==> src/rtl/xor_result_packer.sv <==
// xor_result_packer: collects the XOR stage's 1-bit result stream LSB-first
// into WIDTH-bit words, queues them in a DEPTH-entry FIFO and offers them on
// a valid/ready output port.
// Optional feature macro: XOR_RESULT_PACKER_PARITY_EN adds o_parity, the
// XOR-reduction of each word, computed at push time and stored with the word.
module xor_result_packer #(
  parameter int WIDTH = 8,
  parameter int DEPTH = 4
) (
  input  logic                         CLK,
  input  logic                         RST,
  input  logic                         y_data,
  input  logic                         y_en,
  output logic                         y_rdy,
  output logic [WIDTH-1:0]             o_data,
  output logic                         o_en,
  input  logic                         o_rdy,
`ifdef XOR_RESULT_PACKER_PARITY_EN
  output logic                         o_parity,
`endif
  output logic [$clog2(DEPTH+1)-1:0]   word_count
);

  localparam int CNT_W = $clog2(WIDTH);
  localparam int AW    = $clog2(DEPTH);
  localparam int CW    = $clog2(DEPTH+1);

  logic [CNT_W-1:0] bit_cnt;
  logic [WIDTH-1:0] shift_reg;
  logic [WIDTH-1:0] push_word;
  logic [WIDTH-1:0] mem [DEPTH];
  logic [AW-1:0]    wr_ptr;
  logic [AW-1:0]    rd_ptr;
  logic             full;
  logic             empty;
  logic             last_bit;
  logic             accept;
  logic             push;
  logic             pop;

  // Occupancy flags come straight from the registered word count, so y_rdy
  // depends only on state (and reset), never on o_rdy or y_en.
  always_comb begin
    full     = (word_count == CW'(DEPTH));
    empty    = (word_count == '0);
    last_bit = (bit_cnt == CNT_W'(WIDTH-1));
    y_rdy    = !RST && !(full && last_bit);
    accept   = y_en && y_rdy;
    push     = accept && last_bit;
    o_en     = !empty;
    pop      = o_en && o_rdy;
  end

  // The word being assembled with the incoming bit merged in; on the last
  // bit this is the complete word written to the FIFO on the same edge.
  always_comb begin
    push_word          = shift_reg;
    push_word[bit_cnt] = y_data;
  end

  // Deserialiser: bit counter and shift register, cleared after each push
  // so a new word never carries stale bits.
  always_ff @(posedge CLK or posedge RST) begin
    if (RST) begin
      bit_cnt   <= '0;
      shift_reg <= '0;
    end else if (accept) begin
      if (last_bit) begin
        bit_cnt   <= '0;
        shift_reg <= '0;
      end else begin
        bit_cnt   <= bit_cnt + CNT_W'(1);
        shift_reg <= push_word;
      end
    end
  end

  // FIFO pointers wrap naturally because DEPTH is a power of two.
  always_ff @(posedge CLK or posedge RST) begin
    if (RST) begin
      wr_ptr <= '0;
      rd_ptr <= '0;
    end else begin
      if (push) wr_ptr <= wr_ptr + AW'(1);
      if (pop)  rd_ptr <= rd_ptr + AW'(1);
    end
  end

  // Word count tracks occupancy; simultaneous push and pop leave it unchanged.
  always_ff @(posedge CLK or posedge RST) begin
    if (RST) begin
      word_count <= '0;
    end else begin
      case ({push, pop})
        2'b10:   word_count <= word_count + CW'(1);
        2'b01:   word_count <= word_count - CW'(1);
        default: word_count <= word_count;
      endcase
    end
  end

  // Storage array holds no reset; its contents are only visible while o_en.
  always_ff @(posedge CLK) begin
    if (push) mem[wr_ptr] <= push_word;
  end

  assign o_data = empty ? '0 : mem[rd_ptr];

`ifdef XOR_RESULT_PACKER_PARITY_EN
  logic par_mem [DEPTH];

  // Parity is taken from the complete word at push time and stored with it.
  always_ff @(posedge CLK) begin
    if (push) par_mem[wr_ptr] <= ^push_word;
  end

  assign o_parity = empty ? 1'b0 : par_mem[rd_ptr];
`endif

  // A push into a full FIFO would lose a word; y_rdy must prevent it.
  no_push_when_full: assert property (@(posedge CLK) disable iff (RST) !(push && full));

endmodule

==> config.mk <==
export PLATFORM = sky130hd
export DESIGN_NAME = xor_result_packer
export DESIGN_NICKNAME = d
export VERILOG_FILES = /design/src/rtl/xor_result_packer.sv
export SDC_FILE = /design/constraint.sdc
export NUM_CORES = 1
export LEC_CHECK = 0
export ABC_AREA = 1
export ABC_CLOCK_PERIOD_IN_PS = 2400
export CAP_MARGIN = 20
export CORE_MARGIN = 2
export CORE_UTILIZATION = 57
export DETAILED_ROUTE_END_ITERATION = 7
export PLACE_DENSITY_LB_ADDON = 0.08
export SLEW_MARGIN = 20
export SYNTH_ARGS = -nofsm -noshare
export SYNTH_HDL_FRONTEND = slang
export SYNTH_SLANG_ARGS = --single-unit
==> constraint.sdc <==
create_clock -name CLK -period 2.4 [get_ports CLK]
set_clock_uncertainty 0.05 [all_clocks]
set_input_delay 0.48 -clock CLK [delete_from_list [all_inputs] [get_ports CLK]]
set_output_delay 0.48 -clock CLK [all_outputs]
set_load 0.02 [all_outputs]
Word level (Yosys, flattened, before mapping):

Memories as Yosys holds them, arrays and structs flattened.
Cells that the tools add are included.
Widths: inputs -> output; s select.

* bits in latches: 0
* logic and storage cells: 37
* input bits: 5
* memories kept: 1
* flip-flop bits (word level): 18
* bits in writable memories: 32
* ROM bits: 0
* output and inout port bits: 13

Memories
* mem: depth 4, width 8, read ports 1, clocked after memory_dff 0, wr ports 1, RTL line 31 `logic [WIDTH-1:0] mem [DEPTH];`

* divide/modulo/power cells: 0
* shifts and indexed selects: 0
* equal/unequal tests: 4
* add/sub/neg operators: 5
* reductions and logical operators: 11
* bitwise gates (word level): 0
* mux-type cells: 9
* magnitude comparators: 2
* multipliers: 0

Operators with widths (number)
* $mux 8: 2
* $bwmux 8: 1
* $add 3x1->3 const B: 2
* $eq 3x3->1 const B: 2
* $logic_and 1x1->1: 6
* $pmux 3 s2: 1
* $add 2x1->2 const B: 2
* $lt 3x4->1 const B: 1
* $demux 1 s3: 1
* $ge 3x1->1 const B: 1
* $logic_not 1->1: 3
* $logic_not 3->1: 1
* $mux 1: 3
* $mux 3: 1
* $sub 3x1->3 const B: 1
* $eq 2x1->1 const B: 1
* $eq 2x2->1 const B: 1
* $reduce_bool 2->1: 1

Depth between registers and ports, before layout:

* depth in word-level cells: 8
* gate-level depth with buffers: 11
* mapped depth without buffers: 11

Least setup slack after synthesis:

No wires, ideal clock.

* path type: input to register
* from: input RST
* to: register word_count[1]
* stages on the path: 6
* data arrival time: 2071 ps
* data required time: 2267 ps
* path slack: 197 ps
* buffers on the path: 0
* path through: inv_1 nand4_2 ha_1 inv_1 fa_1 o21ai_0

* cells in the longest elaborated chain, start to end: 6
* elaborated cells on any way between the ends: 8
* classes of those cells: eq/ne: 2; mux: 1; reduce/logical: 5

Ends and longest elaborated chain
* start, declared: RTL line 11 `input logic RST,`
* $logic_not 1->1 (no line) (*)
* $logic_and 1x1->1 (*): RTL line 47 `y_rdy = !RST && !(full && last_bit);`
* $logic_and 1x1->1 (*): RTL line 48 `accept = y_en && y_rdy;`
* $logic_and 1x1->1 (*): RTL line 49 `push = accept && last_bit;`
* $eq 2x1->1 or $eq 2x2->1 (tied branches): RTL line 94 `case ({push, pop})`
* $pmux 3 s2 or $reduce_bool 2->1 (tied branches)
* end signal, assigned: RTL line 95 `2'b10: word_count <= word_count + CW'(1);`
* end signal, assigned: RTL line 96 `2'b01: word_count <= word_count - CW'(1);`
* end signal, assigned: RTL line 97 `default: word_count <= word_count;`
* end, declared: RTL line 21 `output logic [$clog2(DEPTH+1)-1:0] word_count`

Mark *: on every way between the ends. The rest lies on a longest branch, timed or not.
A chain may end at the register's enable or synchronous reset.

Worst setup path in the final report:

* from: register rd_ptr[0]
* to: output o_data[0]

* cells in the longest elaborated chain, start to end: 2

Ends and longest elaborated chain
* start, declared: RTL line 33 `logic [AW-1:0] rd_ptr;`
* start signal, assigned: RTL line 85 `if (pop) rd_ptr <= rd_ptr + AW'(1);`
* $mem_v2 4x8
* $mux 8: RTL line 107 `assign o_data = empty ? '0 : mem[rd_ptr];`
* end, declared: RTL line 15 `output logic [WIDTH-1:0] o_data,`

Every way passes these cells.

==> metrics.yaml <==
status: "completed"
cts_tree: "done"
relSlewSlack: 0.633
r2r_cells: 10
leakage_nw: 1.19
wl_um: 4160
p_comb_frac: 0.450
power_frac_clock: 0.143
critPathLaunchType: "flop"
syn-cell-area_um2: 2300
start_util: 0.583
final_area_um2: 2690
ys_ff_latch: 50
hpwlAfterDp_um: 2920
hold_class: "flop to flop"
clock_path_buffers: 2
antenna_found_initial: 0
cap_viol_max_count: 0
dp_cells: 307
grt_pass1_vias: 1518
clk_pin_slew_ns: 0.08
vias_per_cell: 5.07
p_int_mw: 1.94
via_count: 1613
critical_path_class: "flop to output port"
crit_top_cell: "nor2_1"
syn2layout_area_growth_pct: 16.9
tightest_slew_ns: 0.544
grt_max_degree: 20
synth_cell_types: 22
yosysSeqAreaShare: 0.614
gr-usage-all-layers: 0.209
layout-drive-gt1-share: 0.116
grt_pass1_wl_um: 6750
core_area_um2: 3940
fp.dieH_um: 67.5
endpoint_kind: "output port"
p_seq_frac: 0.407
die_w_um: 67.5
final.setup.tns_ns: 0
syn_avg_cell_area_um2: 9.87
critical-path-slowest-cell: "dfrtp_2"
crit_arrival_ns: 1.67
r2r-start: "bit_cnt[0]$_DFFE_PP0P_"
worstPathRequired_ns: 1.87
rows: 23
fin_nets: 280
synth_nets: 246
drv_slew: 0
max-vdd-ir-drop_v: 0.000659
syn-instance-count: 233
p_per_area_nw_per_um2: 1200
ant_nets: 0
crit_fanout: 9
holdPathStages: 2
switching_share: 0.399
fillers: 333
rsz0062_at_grt: "false"
clock_latency_ns: 0.30
ys_top_cells_by_area: "edfxtp_1 (42%), dfrtp_1 (20%), nand2_1 (8.7%)"
ys.warnings.count: 0
finalSetupViolCount: 0
drt_iter0_drc: 69
synth_top_area_share: 0.418
grt_overflow: 0
dieArea_um2: 4560
cts_buffers: 5
stdcell_count: 318
post-route-period-util: 0.915
drc: 0
place_congestion: 0.833
htreeDepth: 2
io_buffer_count: 17
synth_largest_area_cell: "edfxtp_1"
finalHoldViolations: 0
period_minus_slack_ns: 2.20
dpl_cell_area_um2: 2580
root_buffer: "clkbuf_8"
slowest_delay_ns: 0.44
antenna_cells: 0
regToRegSetupSlack_ns: 0.36
crit_chain: "buf_4 -> nor2_1 -> nor2_1 -> o21ai_0 -> a21oi_1 -> dlygate4sd2_1"
critPathLaunch: "rd_ptr[0]$_DFFE_PP0P_"
numClockSinks: 50
wl_per_cell_um: 13.1
io_pins: 18
final_cell_mix: "nand2_1 (53), nor2_1 (42), edfxtp_1 (32)"
largest_reg_flops: 32
fmax_ghz: 0.456
first_pass_iters: 4
worstHoldStart: "shift_reg[5]$_DFFE_PP0P_"
layout.cells.most_common: "nand2_1"
postCtsHoldBufs: 0
switching_power_mw: 1.28
[cell families after synthesis]
logic type / synth area share
buffers and inverters: 0.0560
flip-flops: 0.614
AND/OR/NAND/NOR: 0.189
adder cells (fa/ha/maj): 0.0468
AO/OA/AOI/OAI: 0.0870
XOR/XNOR: 0.00762
[path summary, 6_finish.rpt]
path / endpoint
worst min register to register: shift_reg[5]$_DFFE_PP0P_
max in group asynchronous: rd_ptr[0]$_DFFE_PP0P_
worst min-delay path: shift_reg[5]$_DFFE_PP0P_
worst max-delay path: o_data[0]
min in group asynchronous: shift_reg[2]$_DFFE_PP0P_
worst max register to register: word_count[2]$_DFFE_PP0P_
[power by group through the flow]
stage | Clock [mW] | Sequential [mW] | Combinational, mW
5_1_grt | 0.502 | 1.33 | 1.63
2_1_floorplan | 0 | 1.31 | 0.944
4_1_cts | 0.473 | 1.31 | 1.46
3_5_place_dp | 0 | 1.35 | 1.45
3_3_place_gp | 0 | 1.34 | 1.42
6_report | 0.461 | 1.31 | 1.45
[what timing repair did]
| action | CTS | global route |
|---|---|---|
| resized for setup | 12 | 2 |
| setup buffers | 3 | 0 |
| endpoints found under the setup margin | 9 | 1 |
[through the flow]
stage / hold slack, ns / util / total power [mW] / worst slack [ns]
finish: 0.440 / 0.682 / 3.22 / 0.205
global route: 0.461 / 0.682 / 3.46 / 0.0779
CTS: 0.440 / 0.681 / 3.24 / 0.0314
detailed placement: 0.417 / 0.655 / 2.80 / 0.0500
global placement: 0.413 / 0.655 / 2.76 / 0.119
floorplan: 0.392 / - / 2.25 / 0.197
[synth_stat cells]
master	number
nand2_1	53
nor2_1	42
edfxtp_1	32
inv_1	21
o21ai_0	21
dfrtp_1	18
a21oi_1	9
nand3_1	8
ha_1	7
o21ai_1	4
buf_4	3
inv_2	3
o211ai_1	2
o21a_1	2
buf_2	1
buf_6	1
fa_1	1
nand4_2	1
nor2_2	1
nor3b_4	1
xnor2_1	1
xor2_1	1
[critical path, delay by kind of cell, from the launching register on]
family	cells	cell delay, ns
buffers and inverters	2	0.54
DFF	1	0.44
AOI/OAI and AO/OA	2	0.23
and+or+nand+nor	2	0.16
[final cells by class]
type / count / area, um^2 / area share
tap: 50 / 62.6 / 0.0233
multi-input combinational: 154 / 759 / 0.282
inverter: 24 / 92.6 / 0.0344
timing repair buffer: 32 / 275 / 0.102
clock buffer: 5 / 68.8 / 0.0256
sequential: 50 / 1410 / 0.526
clock inverter: 3 / 16.3 / 0.00605
[layer usage]
layer	routed length, um	vias up	GRT usage
met5	0	-	0
met4	91	0	0.0842
met3	136	9	0.0350
met2	2060	27	0.374
met1	1870	748	0.249
li1	-	829	-
Note: power is estimated with default switching activity, not from simulation.
